File: config.mk
export PLATFORM = sky130hd
export DESIGN_NAME = food_gen
export DESIGN_NICKNAME = d
export VERILOG_FILES = /design/src/rtl/food_gen.sv
export SDC_FILE = /design/constraint.sdc
export NUM_CORES = 1
export LEC_CHECK = 0
export CELL_PAD_IN_SITES_DETAIL_PLACEMENT = 2
export CELL_PAD_IN_SITES_GLOBAL_PLACEMENT = 2
export CORE_AREA = 2 2 255 257
export DETAILED_ROUTE_END_ITERATION = 8
export DIE_AREA = 0 0 257 259
export HOLD_SLACK_MARGIN = 0.05
export PLACE_DENSITY_LB_ADDON = 0.1
export RECOVER_POWER = 100
export SLEW_MARGIN = 20
export SYNTH_ARGS = -nofsm -noshare
export SYNTH_HDL_FRONTEND = slang
export SYNTH_SLANG_ARGS = --single-unit
File: constraint.sdc
create_clock -name clk -period 4.9 [get_ports clk]
set_clock_uncertainty 0.15 [all_clocks]
set_input_delay 0.735 -clock clk [delete_from_list [all_inputs] [get_ports clk]]
set_output_delay 0.735 -clock clk [all_outputs]
set_load 0.005 [all_outputs]
File: src/rtl/food_gen.sv
// Food placement for the snake game: draws LFSR candidates on request, rejects
// out-of-range or occupied cells by scanning the body serially, then commits.
module food_gen #(
  parameter logic [4:0] X_MAX     = 5'd29,
  parameter logic [4:0] Y_MAX     = 5'd29,
  parameter logic [4:0] INIT_X    = 5'd20,
  parameter logic [4:0] INIT_Y    = 5'd20,
  parameter logic [9:0] LFSR_SEED = 10'h2A5
) (
  input  logic         clk,
  input  logic         rst_n,
  input  logic [1:0]   game_state,
  input  logic         pause,
  input  logic         get_food,
  input  logic [319:0] snake_x_1dim,
  input  logic [319:0] snake_y_1dim,
  input  logic [5:0]   snake_length,
  output logic [4:0]   food_x,
  output logic [4:0]   food_y,
  output logic         food_valid,
  output logic         busy
);

  typedef enum logic [1:0] {IDLE, GEN, SCAN, COMMIT} state_t;

  state_t      state_reg, state_next;
  logic [9:0]  lfsr_reg, lfsr_next;
  logic        get_food_d;
  logic [5:0]  idx_reg, idx_next;
  logic [4:0]  cand_x_reg, cand_x_next;
  logic [4:0]  cand_y_reg, cand_y_next;
  logic [4:0]  food_x_next, food_y_next;
  logic        food_valid_next;
  logic        request;
  logic        run_mode;
  logic        init_mode;
  logic [4:0]  lfsr_x, lfsr_y;
  logic [8:0]  seg_base;
  logic [4:0]  seg_x, seg_y;
  logic        last_seg;

  // x^10 + x^7 + 1, Fibonacci form shifting toward the MSB
  assign lfsr_next = {lfsr_reg[8:0], lfsr_reg[9] ^ lfsr_reg[6]};
  assign lfsr_x    = lfsr_reg[4:0];
  assign lfsr_y    = lfsr_reg[9:5];

  assign init_mode = (game_state == 2'b10);
  assign run_mode  = (game_state == 2'b00) && !pause;
  assign request   = get_food && !get_food_d;

  // Body vectors are read live; segment idx occupies bits [5*idx+4 : 5*idx]
  assign seg_base = {3'b000, idx_reg} * 9'd5;
  assign seg_x    = snake_x_1dim[seg_base +: 5];
  assign seg_y    = snake_y_1dim[seg_base +: 5];
  // Written as >= so a body that shrinks mid-scan still terminates the walk
  assign last_seg = ({1'b0, idx_reg} + 7'd1) >= {1'b0, snake_length};

  always_comb begin
    state_next      = state_reg;
    idx_next        = idx_reg;
    cand_x_next     = cand_x_reg;
    cand_y_next     = cand_y_reg;
    food_x_next     = food_x;
    food_y_next     = food_y;
    food_valid_next = food_valid;

    if (init_mode) begin
      state_next      = IDLE;
      food_x_next     = INIT_X;
      food_y_next     = INIT_Y;
      food_valid_next = 1'b1;
    end else if (run_mode) begin
      case (state_reg)
        IDLE: begin
          if (request) begin
            state_next      = GEN;
            food_valid_next = 1'b0;
          end
        end
        GEN: begin
          if (lfsr_x <= X_MAX && lfsr_y <= Y_MAX) begin
            cand_x_next = lfsr_x;
            cand_y_next = lfsr_y;
            idx_next    = 6'd0;
            state_next  = (snake_length == 6'd0) ? COMMIT : SCAN;
          end
        end
        SCAN: begin
          if (seg_x == cand_x_reg && seg_y == cand_y_reg) begin
            state_next = GEN;
          end else if (last_seg) begin
            state_next = COMMIT;
          end else begin
            idx_next = idx_reg + 6'd1;
          end
        end
        COMMIT: begin
          food_x_next     = cand_x_reg;
          food_y_next     = cand_y_reg;
          food_valid_next = 1'b1;
          state_next      = IDLE;
        end
        default: state_next = IDLE;
      endcase
    end
  end

  always_ff @(posedge clk or negedge rst_n) begin
    if (!rst_n) begin
      state_reg  <= IDLE;
      lfsr_reg   <= LFSR_SEED;
      get_food_d <= 1'b0;
      idx_reg    <= 6'd0;
      cand_x_reg <= 5'd0;
      cand_y_reg <= 5'd0;
      food_x     <= INIT_X;
      food_y     <= INIT_Y;
      food_valid <= 1'b1;
      busy       <= 1'b0;
    end else begin
      state_reg  <= state_next;
      lfsr_reg   <= lfsr_next;
      get_food_d <= get_food;
      idx_reg    <= idx_next;
      cand_x_reg <= cand_x_next;
      cand_y_reg <= cand_y_next;
      food_x     <= food_x_next;
      food_y     <= food_y_next;
      food_valid <= food_valid_next;
      busy       <= (state_next != IDLE);
    end
  end

endmodule
Yosys cells after proc, flatten, opt, wreduce, memory -nomap -nowiden --
Index checks and enable logic that the tools add are counted.
Word-level totals: register bits after elaboration 41, latch bits 0, memory bits (writable) 0, bits in read-only memories 0, input bits 652, logic and storage cells 70, memories 0
Cells by class: add/sub/neg operators 2, multiply operators 1, divide/modulo/power cells 0, order comparisons 3, equal/unequal tests 10, shift operators 2, multiplexer cells 22, bitwise operators 2, reductions and logical operators 18
Operator list (number):
- variable part select 320 x 10 -> 5 bit | 2
- two-way mux 5 bit | 6
- two-way mux 6 bit | 3
- two-way mux 2 bit | 6
- one-hot mux 6 bit (2 select lines) | 1
- == test 5 bit | 2
- <= comparator 5 bit, second input constant | 2
- multiplier 6 x 3 -> 9 bit, second input constant | 1
- one-hot mux 2 bit (4 select lines) | 1
- nonzero test 2 bit | 4
- adder 6 x 1 -> 7 bit, second input constant | 1
- >= comparator 7 x 6 -> 1 bit | 1
- adder 6 x 1 -> 6 bit, second input constant | 1
- == test 2 bit, second input constant | 3
- logical NOT 6 bit | 1
- != test 2 bit, second input constant | 3
- AND reduction 6 bit | 1
- logical AND 1 bit | 4
- logical NOT 2 bit | 2
- two-way mux 1 bit | 4
- AND reduction 4 bit | 1
- != test 3 bit, second input constant | 1
- AND reduction 3 bit | 1
- nonzero test 3 bit | 1
- other kinds (6) | 7

Depth between registers and ports, before layout --
Gate-level depths: netlist (run 1).
depth in word-level cells 9, mapped depth 15, gate-level depth less buffers 10

Worst setup path before layout (run 1) --
Ideal clock, no wire load.
path type register to register, start point register idx_reg[2], end point register idx_reg[0], arrival 3226 ps, data required time 4686 ps, path slack 1460 ps, cell stages (with the launch flop) 14, buffers on the path 4, clock period less this slack 3440 ps, cell sequence dfrtp_1 > clkbuf_1 > buf_2 > buf_2 > buf_1 > xor2_1 > ha_1 > a21o_1 > a21o_1 > a21o_1 > a221o_1 > or4_1 > mux2i_1 > a211o_1
Between the ends: longest elaborated chain between the ends 6, elaborated cells on any way between the ends 11, those cells by class 1 x add/sub; 1 x mul; 1 x order compare; 4 x eq/ne; 2 x shift; 2 x reduce/logical
Ends and longest elaborated chain:
- start, declared | line 29 | logic [5:0] idx_reg, idx_next;
- start signal, assigned | line 124 | idx_reg <= idx_next;
- multiplier 6 x 3 -> 9 bit | line 52 | assign seg_base = {3'b000, idx_reg} * 9'd5;
- variable part select 320 x 10 -> 5 bit, on equally long branches | line 53, 54
- == test 5 bit | line 89 | if (seg_x == cand_x_reg && seg_y == cand_y_reg) begin
- logical AND 1 bit | line 89
- != test 2 bit (no source line)
- AND reduction 6 bit (no source line) *
Every way passes the cells marked *; elsewhere a longest branch is shown, timed or not. A chain may end at the register's enable or synchronous reset.

Final worst setup path (run 1) --
start point register idx_reg[0], end point register idx_reg[2]
Between the ends: longest elaborated chain between the ends 6, elaborated cells on any way between the ends 15, those cells by class 2 x add/sub; 1 x mul; 1 x order compare; 4 x eq/ne; 2 x shift; 3 x mux; 2 x reduce/logical
Ends and longest elaborated chain (line):
- multiplier 6 x 3 -> 9 bit | 52
- variable part select 320 x 10 -> 5 bit, on equally long branches | 53, 54
- == test 5 bit | 89
- logical AND 1 bit | 89
- != test 2 bit (no source line)
- AND reduction 6 bit (no source line)
Parallel ways exist; a longest one is shown, timed or not. The select of a mux whose other input is x is not followed.

==> flow_summary_export.csv, run 1 <==
group,metric,value,unit
detailed_routing,viasPerCell,4.18,
placement,hpwl,55.3,mm
critical_path,end_kind,"flop",
cells_and_area,final_cell_mix,"clkdlybuf4s50_1, mux4_2, mux2i_1, nand2_1",
pwr,ir_worst_vdd,0.000125,V
clocking,clockBufferDepth,2,
critical_path,reg2reg_to,"idx_reg[2]",
flow_run,timing.max_cap.violations,0,
sta,tightestPinTransition,1.25,ns
sta,final-max-slew-violation-count,0,
synth,synth.cell_area,7560,um^2
critical_path,r2r_slack,0.49,ns
detailed_routing,vias,9065,
clocking,cts.clk_slew.worst_paths,0.06,ns
sta,rsz0062_at_grt,"false",
synth,yosys_warnings,0,
global_route,use_met2,33.6,%
floorplan,core,63900,um^2
cells_and_area,drive_gt1_share,17.0,%
min_path,hp-start,"lfsr_reg[5]",
min_path,whs_path_depth,0,
synth,syn_area_per_cell,11.7,um^2
detailed_routing,postRouteWirelength,62.2,mm
cells_and_area,largest_register_ffs,10,
synth,synth.top_cell.area_share,43.5,%
sta,hold_viol,0,
global_route,busiest_layer,"met2",
clocking,numCtsBuffers,5,
placement,gp_congestion,0.828,
global_route,grt_overflow,0,
clocking,clock-sinks,41,
clocking,cts_resized,0,
critical_path,critPathSlowestCell,"dfrtp_4",
clocking,hold_buffers,0,
clocking,root_buffer,"clkbuf_16",
sta,finalCritPeriodShare,90.0,%
clocking,clk_latency,0.29,ns
global_route,grt_pass1_vias,10600,
synth,ys_types,60,
critical_path,critPathMaxStageDelay,0.78,ns
synth,ys.flop_type,"dfrtp_1",
synth,syn_nets,1311,
clocking,post-cts-setup-buffers,0,
pwr,p_per_area,237,nW/um^2
critical_path,r2r-start,"idx_reg[0]",
synth,synth_seq_cells,41,
run_status,outcome,"completed",
detailed_routing,ant_nets,0,
global_route,antenna_found_initial,30,
global_route,groute.usage.overall,18.1,%
critical_path,r2r.worst_path.cells,10,
global_route,grtUsageMet1,19.1,%
sta,finalSetupViolations,0,
critical_path,cp.arrival,4.42,ns
floorplan,die_w,257,um
clocking,tritoncts,"built",
synth,ys_seq_area_share,13.7,%
critical_path,worst-path-max-fanout,22,
sta,setup_tns,0,ns
critical_path,crit_chain,"buf_12 > buf_4 > mux4_2 > a221oi_1 > o211ai_1 > xor2_1 > o32ai_1 > and4b_1 > nor4_1 > or3b_1",
sta,min_period,4.41,ns
global_route,grt_max_degree,44,
pwr,leakage,5.18,nW
cells_and_area,area_growth,105,%
floorplan,num_rows,93,
min_path,hold_path.class,"flop to flop",
min_path,hold_end,"lfsr_reg[6]",
floorplan,ioPinCount,664,
floorplan,initial_utilization,11.8,%
critical_path,path_buf_inv,2,
critical_path,startpoint_type,"flop",
synth,synthTopCellsByArea,"mux4_2, dfrtp_1, mux2i_1",
detailed_routing,drc,0,
synth,synth_edf_count,0,
global_route,grt_use_met3,6.36,%
placement,numPortBuffers,663,
critical_path,cp_data_required_time,4.91,ns
critical_path,cp_top_family,"simple AND/OR/NAND/NOR gates",
cells_and_area,final_common_cell,"clkdlybuf4s50_1",
synth,postSynth.asyncResetShare,100,%
critical_path,crit_type,"flop to flop",
detailed_routing,routedWlPerCell,28.7,um
detailed_routing,drt_pass1_iterations,4,
sta,max_freq,0.227,GHz
synth,synth_area_leader_cell,"mux4_2",
detailed_routing,drtIter0Drc,242,
clocking,htreeDepth,2,
sta,slew_headroom,16.9,%
global_route,grt_first_pass_wirelength,84.9,mm
floorplan,dieArea,66600,um^2
floorplan,die_height,259,um
sta,fin_hold_ws,0.255,ns
cells_and_area,nets,1953,
synth,postSynthCellCount,647,
[metal layers]
| metal | up-vias | share of wire [%] |
|---|---|---|
| met5 | - | 0.21 |
| met2 | 377 | 54 |
| met4 | 10 | 1.5 |
| li1 | 4029 | - |
| met1 | 4603 | 37 |
| met3 | 46 | 7.9 |
[Yosys cell counts (all sizes together) (5+ instances only)]
cell type and n:
nor2 18, mux2i 76, inv 14, ha 12, o22ai 16, nor2b 7
nor4 7, dfrtp 31, a221oi 8, and2 5, xor2 9, buf 43
dfstp 10, clkbuf 23, nand3 14, mux2 14, nand2b 7, o21ai 19
mux4 146, a21o 6, xnor2 12, a22oi 24, nand4 11, nand2 39
a21oi 10
[report_power, final]
group          leakage [nW]  total [W]  switching (W)  internal [W]
sequential            0.523   0.000502       0.000131      0.000371
clock                0.0704   0.000331       0.000141      0.000190
combinational          4.59    0.00285        0.00123       0.00163
[cell type report]
class / count / area, um^2
repair buffers: 701 / 7030
multi-input cells: 526 / 6110
diodes: 26 / 65.1
clock buffers: 5 / 125
fillers: 6991 / 48400
well taps: 855 / 1070
inverters: 14 / 52.6
flip-flops and latches: 41 / 1050
clock inverters: 3 / 21.3
[how the worst max path moves through the flow]
| stage | from | cells past startpoint | end |
|---|---|---|---|
| after global routing | idx_reg[0] | 10 | idx_reg[2] |
| final | idx_reg[0] | 10 | idx_reg[2] |
| after global placement | snake_y_1dim[149] | 10 | idx_reg[2] |
| after CTS | idx_reg[0] | 10 | idx_reg[2] |
| after detailed placement | snake_y_1dim[159] | 10 | idx_reg[2] |
| after floorplan | idx_reg[2] | 13 | idx_reg[0] |
[through the flow]
stage	std cells	util, %	setup slack [ns]	cell area, um^2	power [W]
final	2171	24.3	0.491	15500	0.00369
after global placement	2137	24.0	0.435	15300	0.00346
after CTS	2145	24.2	0.373	15500	0.00383
after floorplan	647	-	1.46	7560	0.00211
after global routing	2167	24.3	0.217	15500	0.00398
after detailed placement	2137	24.0	0.377	15300	0.00348
[kinds of logic after synthesis]
kind of cell	count (synthesis)	share of synthesized area, %
AOI/OAI and AO/OA	115	10.6
and+or+nand+nor	142	10.1
muxes	236	55.6
adders and majority gates	12	1.99
DFF	41	13.7
buffers and inverters	80	5.48
xor gates and xnor gates	21	2.43
No activity file was read; power rests on OpenSTA's default activity.
==> inputs of run 2 (changes only) <==
- REMOVE_ABC_BUFFERS: unset -> 1
==> flow_summary_export.csv, run 2 (synthesized netlist as in run 1, its figures left out) <==
group,metric,value,unit
run_status,outcome,"finished, violations left",
run_status,violations,"max-capacitance violations, max-slew violations",
sta,hold_viol,0,
critical_path,worst-path-max-fanout,19,
clocking,clk_latency,0.28,ns
placement,hpwl,53.6,mm
detailed_routing,drt_pass1_iterations,4,
pwr,ir_worst_vdd,0.000190,V
floorplan,die_w,257,um
placement,gp_congestion,0.816,
detailed_routing,postRouteWirelength,60.5,mm
cells_and_area,fin_cells,2177,
pwr,comb_power_share,76.4,%
clocking,numCtsBuffers,5,
sta,max_freq,0.229,GHz
cells_and_area,final_common_cell,"clkdlybuf4s50_1",
sta,setup_tns,0,ns
floorplan,initial_utilization,11.8,%
sta,rsz0062_at_grt,"false",
global_route,groute.usage.overall,17.6,%
min_path,hold_path.class,"flop to flop",
sta,finalCritPeriodShare,89.2,%
clocking,cts_resized,0,
global_route,grt_pass1_vias,10700,
pwr,leakage,5.20,nW
pwr,p_sw_share,39.1,%
global_route,grt_overflow,0,
clocking,tritoncts,"built",
clocking,root_buffer,"clkbuf_16",
cells_and_area,final_cell_mix,"clkdlybuf4s50_1, mux4_2, mux2i_1, nand2_1, buf_4",
floorplan,ioPinCount,664,
flow_run,timing.max_cap.violations,2,
floorplan,core,63900,um^2
placement,numPortBuffers,663,
sta,min_period,4.37,ns
detailed_routing,drtIter0Drc,322,
cells_and_area,area_growth,106,%
floorplan,dieArea,66600,um^2
global_route,antenna_found_initial,43,
critical_path,startpoint_type,"flop",
critical_path,crit_type,"flop to flop",
sta,final-max-slew-violation-count,63,
global_route,grt_first_pass_wirelength,83.5,mm
clocking,post-cts-setup-buffers,0,
cells_and_area,final_area,15600,um^2
floorplan,die_height,259,um
clocking,clock-sinks,41,
cells_and_area,nets,1957,
sta,tightestPinTransition,2.40,ns
sta,slew_headroom,-59.7,%
pwr,power.internal,0.00224,W
placement,placed_cell_area,15300,um^2
pwr,p_sw,0.00144,W
critical_path,cp_data_required_time,4.91,ns
global_route,grt_max_degree,63,
clocking,hold_buffers,0,
pwr,p_per_area,237,nW/um^2
detailed_routing,vias,9046,
placement,place_inst,2141,
detailed_routing,ant_nets,0,
clocking,cts.clk_slew.worst_paths,0.06,ns
floorplan,num_rows,93,
clocking,clockBufferDepth,2,
pwr,clkPwrFrac,10.4,%
critical_path,end_kind,"flop",
sta,finalSetupViolations,0,
cells_and_area,largest_register_ffs,10,
detailed_routing,drc,0,
clocking,htreeDepth,2,
cells_and_area,drive_gt1_share,17.4,%
detailed_routing,routedWlPerCell,27.8,um
detailed_routing,viasPerCell,4.16,
critical_path,cp.arrival,4.38,ns
pwr,seqPwrFrac,13.2,%
==> run 2: area by class of cell <==
type,instances,area [um^2]
Sequential cell,41,1050
Clock inverter,3,46.3
Multi-Input combinational cell,526,6110
Tap cell,855,1070
Antenna cell,28,70.1
Timing Repair Buffer,705,7040
Fill cell,7027,48300
Clock buffer,5,125
Inverter,14,52.6
==> run 2: routing by layer <==
| layer | vias up | share of wire [%] | global-route usage, % |
|---|---|---|---|
| met5 | - | 0.49 | 1.07 |
| met4 | 30 | 0.93 | 4.13 |
| met3 | 50 | 7.8 | 6.84 |
| met2 | 330 | 54 | 32.9 |
| met1 | 4586 | 37 | 18.3 |
| li1 | 4050 | - | - |
==> run 2: worst max-delay path: stages (launching register included) <==
cell and delay, ns:
dfrtp_4 0.69, buf_12 0.26, buf_12 0.18, buf_4 0.22, mux4_2 0.27, o22ai_1 0.09
nor4_1 0.63, buf_4 0.23, xnor2_1 0.07, nand4_1 0.11, o41ai_1 0.09, buf_4 0.15
and4b_1 0.29, clkbuf_1 0.17, o311ai_1 0.25, or3b_1 0.36
==> run 2: power by group through the flow <==
stage | sequential [W] | clock (W) | combinational, W
detailed placement | 0.000504 | 0 | 0.00291
CTS | 0.000497 | 0.000396 | 0.00292
floorplan | 0.000662 | 0 | 0.00161
global route | 0.000501 | 0.000406 | 0.00306
finish | 0.000485 | 0.000384 | 0.00281
global placement | 0.000499 | 0 | 0.00289
==> run 2: worst paths after layout <==
kind	start	end	slack (ns)	cells past startpoint
worst max-delay path	idx_reg[0]	idx_reg[2]	0.53	15
worst min-delay path	lfsr_reg[0]	lfsr_reg[1]	0.25	0
worst max register to register	idx_reg[0]	idx_reg[2]	0.53	15
worst min register to register	lfsr_reg[0]	lfsr_reg[1]	0.25	0
max in group asynchronous	rst_n	idx_reg[1]	1.78	2
min in group asynchronous	rst_n	get_food_d	1.12	2
==> run 2: through the flow <==
step | hold WS (ns) | power, W | setup WS, ns | utilization, %
2_1_floorplan | 0.221 | 0.00227 | -3.98 | -
5_1_grt | 0.253 | 0.00397 | 0.173 | 24.3
3_5_place_dp | 0.238 | 0.00341 | 0.356 | 24.0
3_3_place_gp | 0.244 | 0.00339 | 0.293 | 24.0
6_report | 0.250 | 0.00368 | 0.528 | 24.4
4_1_cts | 0.248 | 0.00381 | 0.337 | 24.3
==> inputs of run 3 (changes only) <==
- CORE_AREA: 2 2 255 257 -> 2 2 256 258
- DIE_AREA: 0 0 257 259 -> 0 0 258 260
- clock period: 4.9 -> 5.2 ns (I/O delays scaled with it)
==> flow_summary_export.csv, run 3 (synthesized netlist as in run 1, its figures left out) <==
group,metric,value,unit
detailed_routing,ant_nets,0,
detailed_routing,routedWlPerCell,28.2,um
sta,final-max-slew-violation-count,42,
min_path,hp-start,"lfsr_reg[0]",
detailed_routing,drt_pass1_iterations,4,
clocking,hold_buffers,0,
placement,numPortBuffers,663,
sta,fin_hold_ws,0.254,ns
sta,min_period,4.60,ns
detailed_routing,vias,8998,
clocking,cts.clk_slew.worst_paths,0.06,ns
sta,max_freq,0.217,GHz
cells_and_area,final.fill_count,7040,
critical_path,crit_type,"flop to flop",
global_route,groute.usage.overall,17.6,%
pwr,ir_worst_vdd,0.000131,V
critical_path,crit_chain,"buf_12 > mux4_2 > a22oi_1 > a21oi_1 > nor4_1 > o21ai_0 > o41ai_1 > and4b_1 > nor4_1 > or3b_1",
clocking,post-cts-setup-buffers,0,
cells_and_area,final_common_cell,"clkdlybuf4s50_1",
cells_and_area,nets,1942,
cells_and_area,final_area,15400,um^2
critical_path,r2r_slack,0.60,ns
sta,finalCritPeriodShare,88.5,%
critical_path,r2r-start,"idx_reg[1]",
run_status,outcome,"finished, violations left",
floorplan,num_rows,93,
cells_and_area,drive_gt1_share,16.4,%
critical_path,cp_data_required_time,5.21,ns
critical_path,r2r.worst_path.cells,10,
critical_path,startpoint_type,"flop",
min_path,hold_end,"lfsr_reg[1]",
min_path,hold_path.class,"flop to flop",
min_path,whs_path_depth,0,
critical_path,cp_top_family,"simple AND/OR/NAND/NOR gates",
global_route,grt_overflow,0,
critical_path,critPathSlowestCell,"dfrtp_4",
floorplan,ioPinCount,664,
placement,place_inst,2126,
pwr,leakage,5.12,nW
detailed_routing,viasPerCell,4.19,
clocking,clock-sinks,41,
detailed_routing,postRouteWirelength,60.6,mm
global_route,antenna_found_initial,20,
critical_path,reg2reg_to,"idx_reg[2]",
clocking,clk_latency,0.29,ns
critical_path,cp.arrival,4.61,ns
run_status,violations,"max-capacitance violations, max-slew violations",
flow_run,timing.max_cap.violations,1,
sta,rsz0062_at_grt,"false",
cells_and_area,largest_register_ffs,10,
floorplan,die_height,260,um
critical_path,critPathMaxStageDelay,1.00,ns
floorplan,die_w,258,um
detailed_routing,drc,0,
clocking,htreeDepth,2,
critical_path,path_buf_inv,1,
pwr,p_per_area,220,nW/um^2
critical_path,cpMostUsedCell,"nor4_1",
clocking,clockBufferDepth,2,
floorplan,initial_utilization,11.8,%
placement,placed_cell_area,15200,um^2
sta,slew_headroom,-64.8,%
sta,tightestPinTransition,2.47,ns
detailed_routing,drtIter0Drc,394,
global_route,grt_max_degree,50,
placement,gp_congestion,0.812,
clocking,numCtsBuffers,5,
placement,hpwl,53.5,mm
critical_path,worst-path-max-fanout,49,
clocking,root_buffer,"clkbuf_16",
global_route,grt_pass1_vias,10500,
cells_and_area,area_growth,103,%
clocking,tritoncts,"built",
cells_and_area,fin_cells,2149,
floorplan,dieArea,67100,um^2
critical_path,end_kind,"flop",
cells_and_area,final_cell_mix,"clkdlybuf4s50_1, mux4_2, mux2i_1, nand2_1, dfrtp_1",
clocking,cts_resized,0,
global_route,grt_first_pass_wirelength,83.5,mm
sta,finalSetupViolations,0,
floorplan,core,64100,um^2
sta,hold_viol,0,
[run 3: changes by cell type in the layout (fill, tap and decap cells not counted), sizes merged]
cell      delta
clkinvlp     -1
buf         -14
diode       -13
clkbuf       +1
clkinv       -1
[run 3: per-layer routing]
metal / track usage [%] / vias to the layer above / share of wire, % / routed length (um)
met2: 33.9 / 303 / 55 / 33400
met5: 0 / - / 0.13 / 80
met4: 2.65 / 12 / 0.78 / 474
met1: 19.5 / 4660 / 38 / 22800
li1: - / 3995 / - / -
met3: 4.66 / 28 / 6.3 / 3840
[run 3: layout make-up]
cell class	instances	area (um^2)	share of cell area, %
flip-flops and latches	41	1050	6.84
clock buffers	7	143	0.927
diodes	15	37.5	0.244
well taps	855	1070	6.95
repair buffers	690	6890	44.8
multi-input cells	526	6110	39.7
clock inverters	1	30.0	0.195
inverters	14	52.6	0.342
[run 3: worst max-delay path by stage]
stage	start	depth (start not counted)	endpoint	slack [ns]
detailed placement	idx_reg[1]	10	idx_reg[2]	0.49
global route	idx_reg[1]	10	idx_reg[2]	0.25
CTS	idx_reg[1]	10	idx_reg[2]	0.48
floorplan	idx_reg[0]	10	idx_reg[0]	-3.68
global placement	idx_reg[1]	10	idx_reg[2]	0.47
finish	idx_reg[1]	10	idx_reg[2]	0.60
[run 3: stage by stage]
stage          power [W]  setup slack [ns]  setup TNS (ns)  util [%]
6_report         0.00338             0.597               0      24.0
5_1_grt          0.00365             0.252               0      24.0
4_1_cts          0.00351             0.481               0      23.9
3_5_place_dp     0.00312             0.491               0      23.7
3_3_place_gp     0.00310             0.471               0      23.7
2_1_floorplan    0.00214             -3.68          -31.34         -
[run 3: worst register-to-register path, cell delays in order (launching register included)]
cell,delay (ns)
dfrtp_4,1.00
buf_12,0.33
mux4_2,0.44
a22oi_1,0.24
a21oi_1,0.10
nor4_1,0.49
o21ai_0,0.31
o41ai_1,0.32
and4b_1,0.60
nor4_1,0.12
or3b_1,0.36
[run 3: power by group]
group          switching, W  internal, W
logic               0.00106      0.00147
registers          0.000131     0.000349
clock network      0.000131     0.000240
total               0.00132      0.00206
